[config.mk]
export PLATFORM = sky130hd
export DESIGN_NAME = counter_scheduler
export DESIGN_NICKNAME = d
export VERILOG_FILES = /design/src/rtl/counter_scheduler.sv
export SDC_FILE = /design/constraint.sdc
export NUM_CORES = 1
export LEC_CHECK = 0
export CELL_PAD_IN_SITES_DETAIL_PLACEMENT = 0
export CELL_PAD_IN_SITES_GLOBAL_PLACEMENT = 2
export CORE_ASPECT_RATIO = 0.6
export CORE_UTILIZATION = 38
export CTS_BUF_LIST = sky130_fd_sc_hd__clkbuf_4
export DETAILED_ROUTE_END_ITERATION = 8
export PLACE_DENSITY_LB_ADDON = 0.1
export SYNTH_ARGS = -nofsm -noshare
export SYNTH_HDL_FRONTEND = slang
export SYNTH_SLANG_ARGS = --single-unit
[constraint.sdc]
create_clock -name clk -period 17.1 [get_ports clk]
set_input_delay 3.42 -clock clk [delete_from_list [all_inputs] [get_ports clk]]
set_output_delay 3.42 -clock clk [all_outputs]
set_load 0.02 [all_outputs]
[src/rtl/counter_scheduler.sv]
// Frame sequencer for a bank of pulse counters: clear, gate for a programmed
// number of cycles, snapshot every count, then stream the snapshots over valid/ready.
module counter_scheduler #(
  parameter int RESOLUTION = 64,
  parameter int NUM_LINES  = 4,
  parameter int LINE_BITS  = 2,
  parameter int FRAME_BITS = 16
) (
  input  logic                            clk,
  input  logic                            reset,
  input  logic                            enable,
  input  logic [RESOLUTION-1:0]           integration_time,
  input  logic [NUM_LINES*RESOLUTION-1:0] counter_values,
  input  logic [NUM_LINES-1:0]            counter_overflow,
  output logic                            counter_clear,
  output logic [RESOLUTION-1:0]           out_data,
  output logic [LINE_BITS-1:0]            out_line,
  output logic                            out_saturated,
  output logic                            out_last,
  output logic                            out_valid,
  input  logic                            out_ready,
  output logic [FRAME_BITS-1:0]           frame_id,
  output logic                            busy
);

  typedef enum logic [2:0] {IDLE, CLEAR, INTEGRATE, LATCH, READOUT} state_t;

  localparam logic [RESOLUTION-1:0] ONE      = RESOLUTION'(1);
  localparam logic [LINE_BITS-1:0]  LAST_IDX = LINE_BITS'(NUM_LINES - 1);

  state_t                  state_reg, state_next;
  logic [RESOLUTION-1:0]   gate_len_reg;
  logic [RESOLUTION-1:0]   timer_reg;
  logic [LINE_BITS-1:0]    index_reg;
  logic [LINE_BITS-1:0]    index_next;
  logic [RESOLUTION-1:0]   shadow_reg [NUM_LINES];
  logic [NUM_LINES-1:0]    shadow_ovf_reg;
  logic [RESOLUTION-1:0]   count_in [NUM_LINES];
  logic [RESOLUTION-1:0]   out_data_reg;
  logic [LINE_BITS-1:0]    out_line_reg;
  logic                    out_saturated_reg;
  logic                    out_last_reg;
  logic                    out_valid_reg;
  logic [FRAME_BITS-1:0]   frame_id_reg;
  logic                    gate_done;
  logic                    xfer;

  generate
    for (genvar gi = 0; gi < NUM_LINES; gi++) begin : g_unpack
      assign count_in[gi] = counter_values[gi*RESOLUTION +: RESOLUTION];
    end
  endgenerate

  assign gate_done  = (timer_reg == gate_len_reg - ONE);
  assign xfer       = out_valid_reg && out_ready;
  assign index_next = index_reg + LINE_BITS'(1);

  always_ff @(posedge clk) begin
    if (reset) state_reg <= IDLE;
    else       state_reg <= state_next;
  end

  always_comb begin
    state_next = state_reg;
    case (state_reg)
      IDLE:      if (enable) state_next = CLEAR;
      CLEAR:     state_next = INTEGRATE;
      INTEGRATE: if (gate_done) state_next = LATCH;
      LATCH:     state_next = READOUT;
      READOUT:   if (xfer && out_last_reg) state_next = enable ? CLEAR : IDLE;
      default:   state_next = IDLE;
    endcase
  end

  // The counters are only released while gating; every other state holds them at zero.
  assign counter_clear = (state_reg != INTEGRATE);
  assign busy          = (state_reg != IDLE);

  always_ff @(posedge clk) begin
    if (reset) begin
      gate_len_reg      <= ONE;
      timer_reg         <= '0;
      index_reg         <= '0;
      shadow_ovf_reg    <= '0;
      out_data_reg      <= '0;
      out_line_reg      <= '0;
      out_saturated_reg <= 1'b0;
      out_last_reg      <= 1'b0;
      out_valid_reg     <= 1'b0;
      frame_id_reg      <= '0;
      for (int i = 0; i < NUM_LINES; i++) shadow_reg[i] <= '0;
    end else begin
      case (state_reg)
        CLEAR: begin
          // A zero gate would never terminate the compare, so run it as one cycle.
          gate_len_reg <= (integration_time == '0) ? ONE : integration_time;
          timer_reg    <= '0;
        end
        INTEGRATE: timer_reg <= timer_reg + ONE;
        LATCH: begin
          for (int i = 0; i < NUM_LINES; i++) shadow_reg[i] <= count_in[i];
          shadow_ovf_reg    <= counter_overflow;
          index_reg         <= '0;
          out_valid_reg     <= 1'b1;
          out_data_reg      <= count_in[0];
          out_line_reg      <= '0;
          out_saturated_reg <= counter_overflow[0];
          out_last_reg      <= (NUM_LINES == 1);
        end
        READOUT: begin
          if (xfer) begin
            if (out_last_reg) begin
              out_valid_reg <= 1'b0;
              frame_id_reg  <= frame_id_reg + FRAME_BITS'(1);
            end else begin
              index_reg         <= index_next;
              out_data_reg      <= shadow_reg[index_next];
              out_line_reg      <= index_next;
              out_saturated_reg <= shadow_ovf_reg[index_next];
              out_last_reg      <= (index_next == LAST_IDX);
            end
          end
        end
        default: ;
      endcase
    end
  end

  assign out_data      = out_data_reg;
  assign out_line      = out_line_reg;
  assign out_saturated = out_saturated_reg;
  assign out_last      = out_last_reg;
  assign out_valid     = out_valid_reg;
  assign frame_id      = frame_id_reg;

endmodule

==> impl_metrics.env <==
export IMPL_outcome="complete, no violations"
export IMPL_synth_edf_count=256
export IMPL_vias=17800
export IMPL_yosysWarningCount=0
export IMPL_die_w_um=318
export IMPL_critPathLaunchType="flop"
export IMPL_syn_num_nets=2428
export IMPL_critPathCapture="counter_clear"
export IMPL_gp_congestion=0.902
export IMPL_syn_inst=2096
export IMPL_final_min_clock_period_ns=6.24
export IMPL_ios=415
export IMPL_ff2ff_path_depth=7
export IMPL_die_area_um2=60800
export IMPL_power_density_nw_per_um2=95.1
export IMPL_arrival_ns=2.82
export IMPL_crit_start="state_reg[0]$_SDFFE_PP0P_"
export IMPL_ys_seq_area_share_pct=53.2
export IMPL_cts_buffers=117
export IMPL_first_global_vias=17300
export IMPL_setup_viol=0
export IMPL_core_um2=59100
export IMPL_cp_max_fo=12
export IMPL_clk_pin_slew_worst_paths_ns=0.09
export IMPL_routedWlPerCell_um=20.6
export IMPL_holdCritPathClass="flop to flop"
export IMPL_setup_tns_ns=0
export IMPL_post_cts_resized=0
export IMPL_synth_seq_cells=476
export IMPL_die_h_um=191
export IMPL_largest_reg_flops=256
export IMPL_clock_root_buffer="clkbuf_4"
export IMPL_synth_main_ff_cell="edfxtp_1"
export IMPL_endpoint_kind="primary output"
export IMPL_timing_rr_end="state_reg[0]$_SDFFE_PP0P_"
export IMPL_synthArstFlopShare_pct=0
export IMPL_nNetsFinal=2841
export IMPL_grt_overflow=0
export IMPL_fin_skew_ns=0.0481
export IMPL_r2r_start="gate_len_reg[4]$_SDFFE_PP0P_"
export IMPL_via_per_inst=5.24
export IMPL_syn_area_per_cell_um2=10.8
export IMPL_rsz0062_at_grt="false"
export IMPL_wirelength_mm=70.0
export IMPL_drt_iter0_markers=1209
export IMPL_hold_path_depth=2
export IMPL_clk_latency_ns=0.88
export IMPL_cts_tree="yes"
export IMPL_antenna_found_initial=15
export IMPL_syn2layout_area_growth_pct=27.8
export IMPL_p_leak_nw=10.0
export IMPL_cts_hold_buf=0
export IMPL_relSlewSlack_pct=21.9
export IMPL_cp_required_ns=13.68
export IMPL_hold_violations=0
export IMPL_crit_type="flop to primary output"
export IMPL_drt_first_pass_iters=5
export IMPL_h_tree_depth=3
export IMPL_cts_sinks=476
export IMPL_port_buffers=414
export IMPL_synth_cell_types=63
export IMPL_clk_path_buf_depth=3
export IMPL_synth_area_um2=22700
export IMPL_rows=69
export IMPL_worst_pin_slew_ns=1.17
export IMPL_route_antenna_remaining_nets=0
export IMPL_start_util_pct=38.4
export IMPL_grt_pass1_wl_mm=105
export IMPL_fmax_ghz=0.160
export IMPL_post_cts_buffers=0
export IMPL_grt_max_degree=184
export IMPL_cap_violations=0
export IMPL_drv_slew=0
export IMPL_grtUsageTotal_pct=23.0
export IMPL_ir_drop_v=0.0000384
export IMPL_r2r_setup_slack_ns=12.91
export IMPL_fin_total_pwr_mw=2.76
export IMPL_layout_drive_gt1_share_pct=12.1
export IMPL_finalCritPeriodShare_pct=36.5
export IMPL_hpwl_mm=49.3
export IMPL_drc=0
==> per-stage QoR <==
step | util [%] | cell area (um2) | worst slack [ns] | std cells | hold WS [ns]
5_1_grt | 49.1 | 29000 | 10.71 | 3394 | 0.479
2_1_floorplan | - | 22700 | 6.60 | 2096 | 0.433
3_3_place_gp | 46.5 | 27500 | 10.74 | 3171 | 0.445
6_report | 49.1 | 29000 | 10.86 | 3397 | 0.461
3_5_place_dp | 46.5 | 27500 | 10.65 | 3171 | 0.449
4_1_cts | 49.1 | 29000 | 10.76 | 3386 | 0.465
==> cells by family after synthesis <==
| family | count (synthesis) | synth area share, % |
|---|---|---|
| adders and majority gates | 4 | 0.220 |
| DFF | 476 | 53.2 |
| AOI/OAI and AO/OA | 281 | 7.86 |
| muxes | 147 | 10.1 |
| buffers and inverters | 158 | 2.75 |
| xor gates and xnor gates | 105 | 4.05 |
| and+or+nand+nor | 925 | 21.8 |
==> where the power goes <==
group          switching (mW)  internal (mW)  leakage (nW)
clock network           0.476          0.473         0.893
registers              0.0485           1.27          4.43
logic                   0.283          0.207          4.71
==> cell type report <==
class                      instances  area (um2)
tap                              781         977
clock buffer                     178        1340
antenna                           11        27.5
fill                            5567       30100
timing repair buffer             438        4340
multi-input combinational       1462       10100
clock inverter                    37         148
inverter                          14        52.6
sequential                       476       12100
==> routing by layer <==
layer  vias up  part of all wire (%)  wire (um)  global-route usage, %
met3       109                   7.4       5180                   6.17
met5         -                 0.037         26                      0
li1       8546                     -          -                      -
met2       571                    43      30200                   33.9
met4         4                   2.3       1580                   7.62
met1      8557                    47      33000                   32.5
==> cells in the mapped netlist, drive strengths merged (4+ instances only) <==
cell type / count / area (um2)
nand2: 195 / 732
nand2b: 12 / 75.1
edfxtp: 256 / 7690
buf: 31 / 148
o31ai: 5 / 37.5
nand3b: 7 / 52.6
nor4b: 7 / 67.6
and4: 10 / 90.1
mux2i: 75 / 751
o211ai: 19 / 143
nor2: 163 / 612
clkbuf: 113 / 424
a21oi: 122 / 611
nor3: 21 / 105
and2: 264 / 1650
xor2: 42 / 368
a211oi: 72 / 541
nand4b: 6 / 52.6
xnor2: 63 / 552
nand4: 32 / 200
mux4: 65 / 1460
ha: 4 / 50.1
o21ai: 17 / 85.1
dfxtp: 220 / 4400
nand3: 73 / 365
and3: 13 / 81.3
o21a: 11 / 82.6
inv: 14 / 52.6
or4: 9 / 75.1
nor3b: 4 / 35.0
mux2: 7 / 78.8
a311oi: 6 / 52.6
a31oi: 9 / 56.3
nor4: 64 / 465
or2: 9 / 56.3
or3: 30 / 188
==> worst min-delay path by stage <==
stage	from	to	slack (ns)
2_1_floorplan	shadow_ovf_reg[2]$_SDFFE_PP0P_	shadow_ovf_reg[2]$_SDFFE_PP0P_	0.43
3_3_place_gp	shadow_ovf_reg[2]$_SDFFE_PP0P_	shadow_ovf_reg[2]$_SDFFE_PP0P_	0.45
3_5_place_dp	shadow_ovf_reg[0]$_SDFFE_PP0P_	shadow_ovf_reg[0]$_SDFFE_PP0P_	0.45
4_1_cts	shadow_ovf_reg[0]$_SDFFE_PP0P_	shadow_ovf_reg[0]$_SDFFE_PP0P_	0.47
5_1_grt	shadow_ovf_reg[2]$_SDFFE_PP0P_	shadow_ovf_reg[2]$_SDFFE_PP0P_	0.48
6_report	shadow_ovf_reg[0]$_SDFFE_PP0P_	shadow_ovf_reg[0]$_SDFFE_PP0P_	0.46
==> layout by cell type, fill, tap and decap left out, types with 7 or more instances in the layout <==
master / n
a21oi_1: 121
a211oi_1: 72
nand4_1: 32
mux2_2: 7
dfxtp_1: 219
o21ai_0: 17
buf_4: 23
nand3_1: 73
inv_1: 14
xor2_1: 42
nor4_2: 8
and3_1: 13
o211ai_1: 19
or2_2: 9
edfxtp_1: 256
nand3b_1: 7
clkinv_1: 29
xnor2_1: 63
nor3_1: 21
a31oi_1: 9
nand2b_1: 11
nand2_1: 194
and2_1: 263
and4_1: 9
mux4_2: 65
diode_2: 11
mux2i_1: 75
or3_1: 30
nor2_1: 162
clkbuf_4: 178
o21a_1: 11
clkdlybuf4s50_1: 413
nor4_1: 55
or4_1: 7
==> worst max-delay path: stages, from the launching register on <==
cell and delay, ns:
dfxtp_1 0.60, nor3b_2 0.08, buf_4 0.20, inv_1 0.35, clkdlybuf4s50_1 0.69
Note: power is estimated with default switching activity, not from simulation.
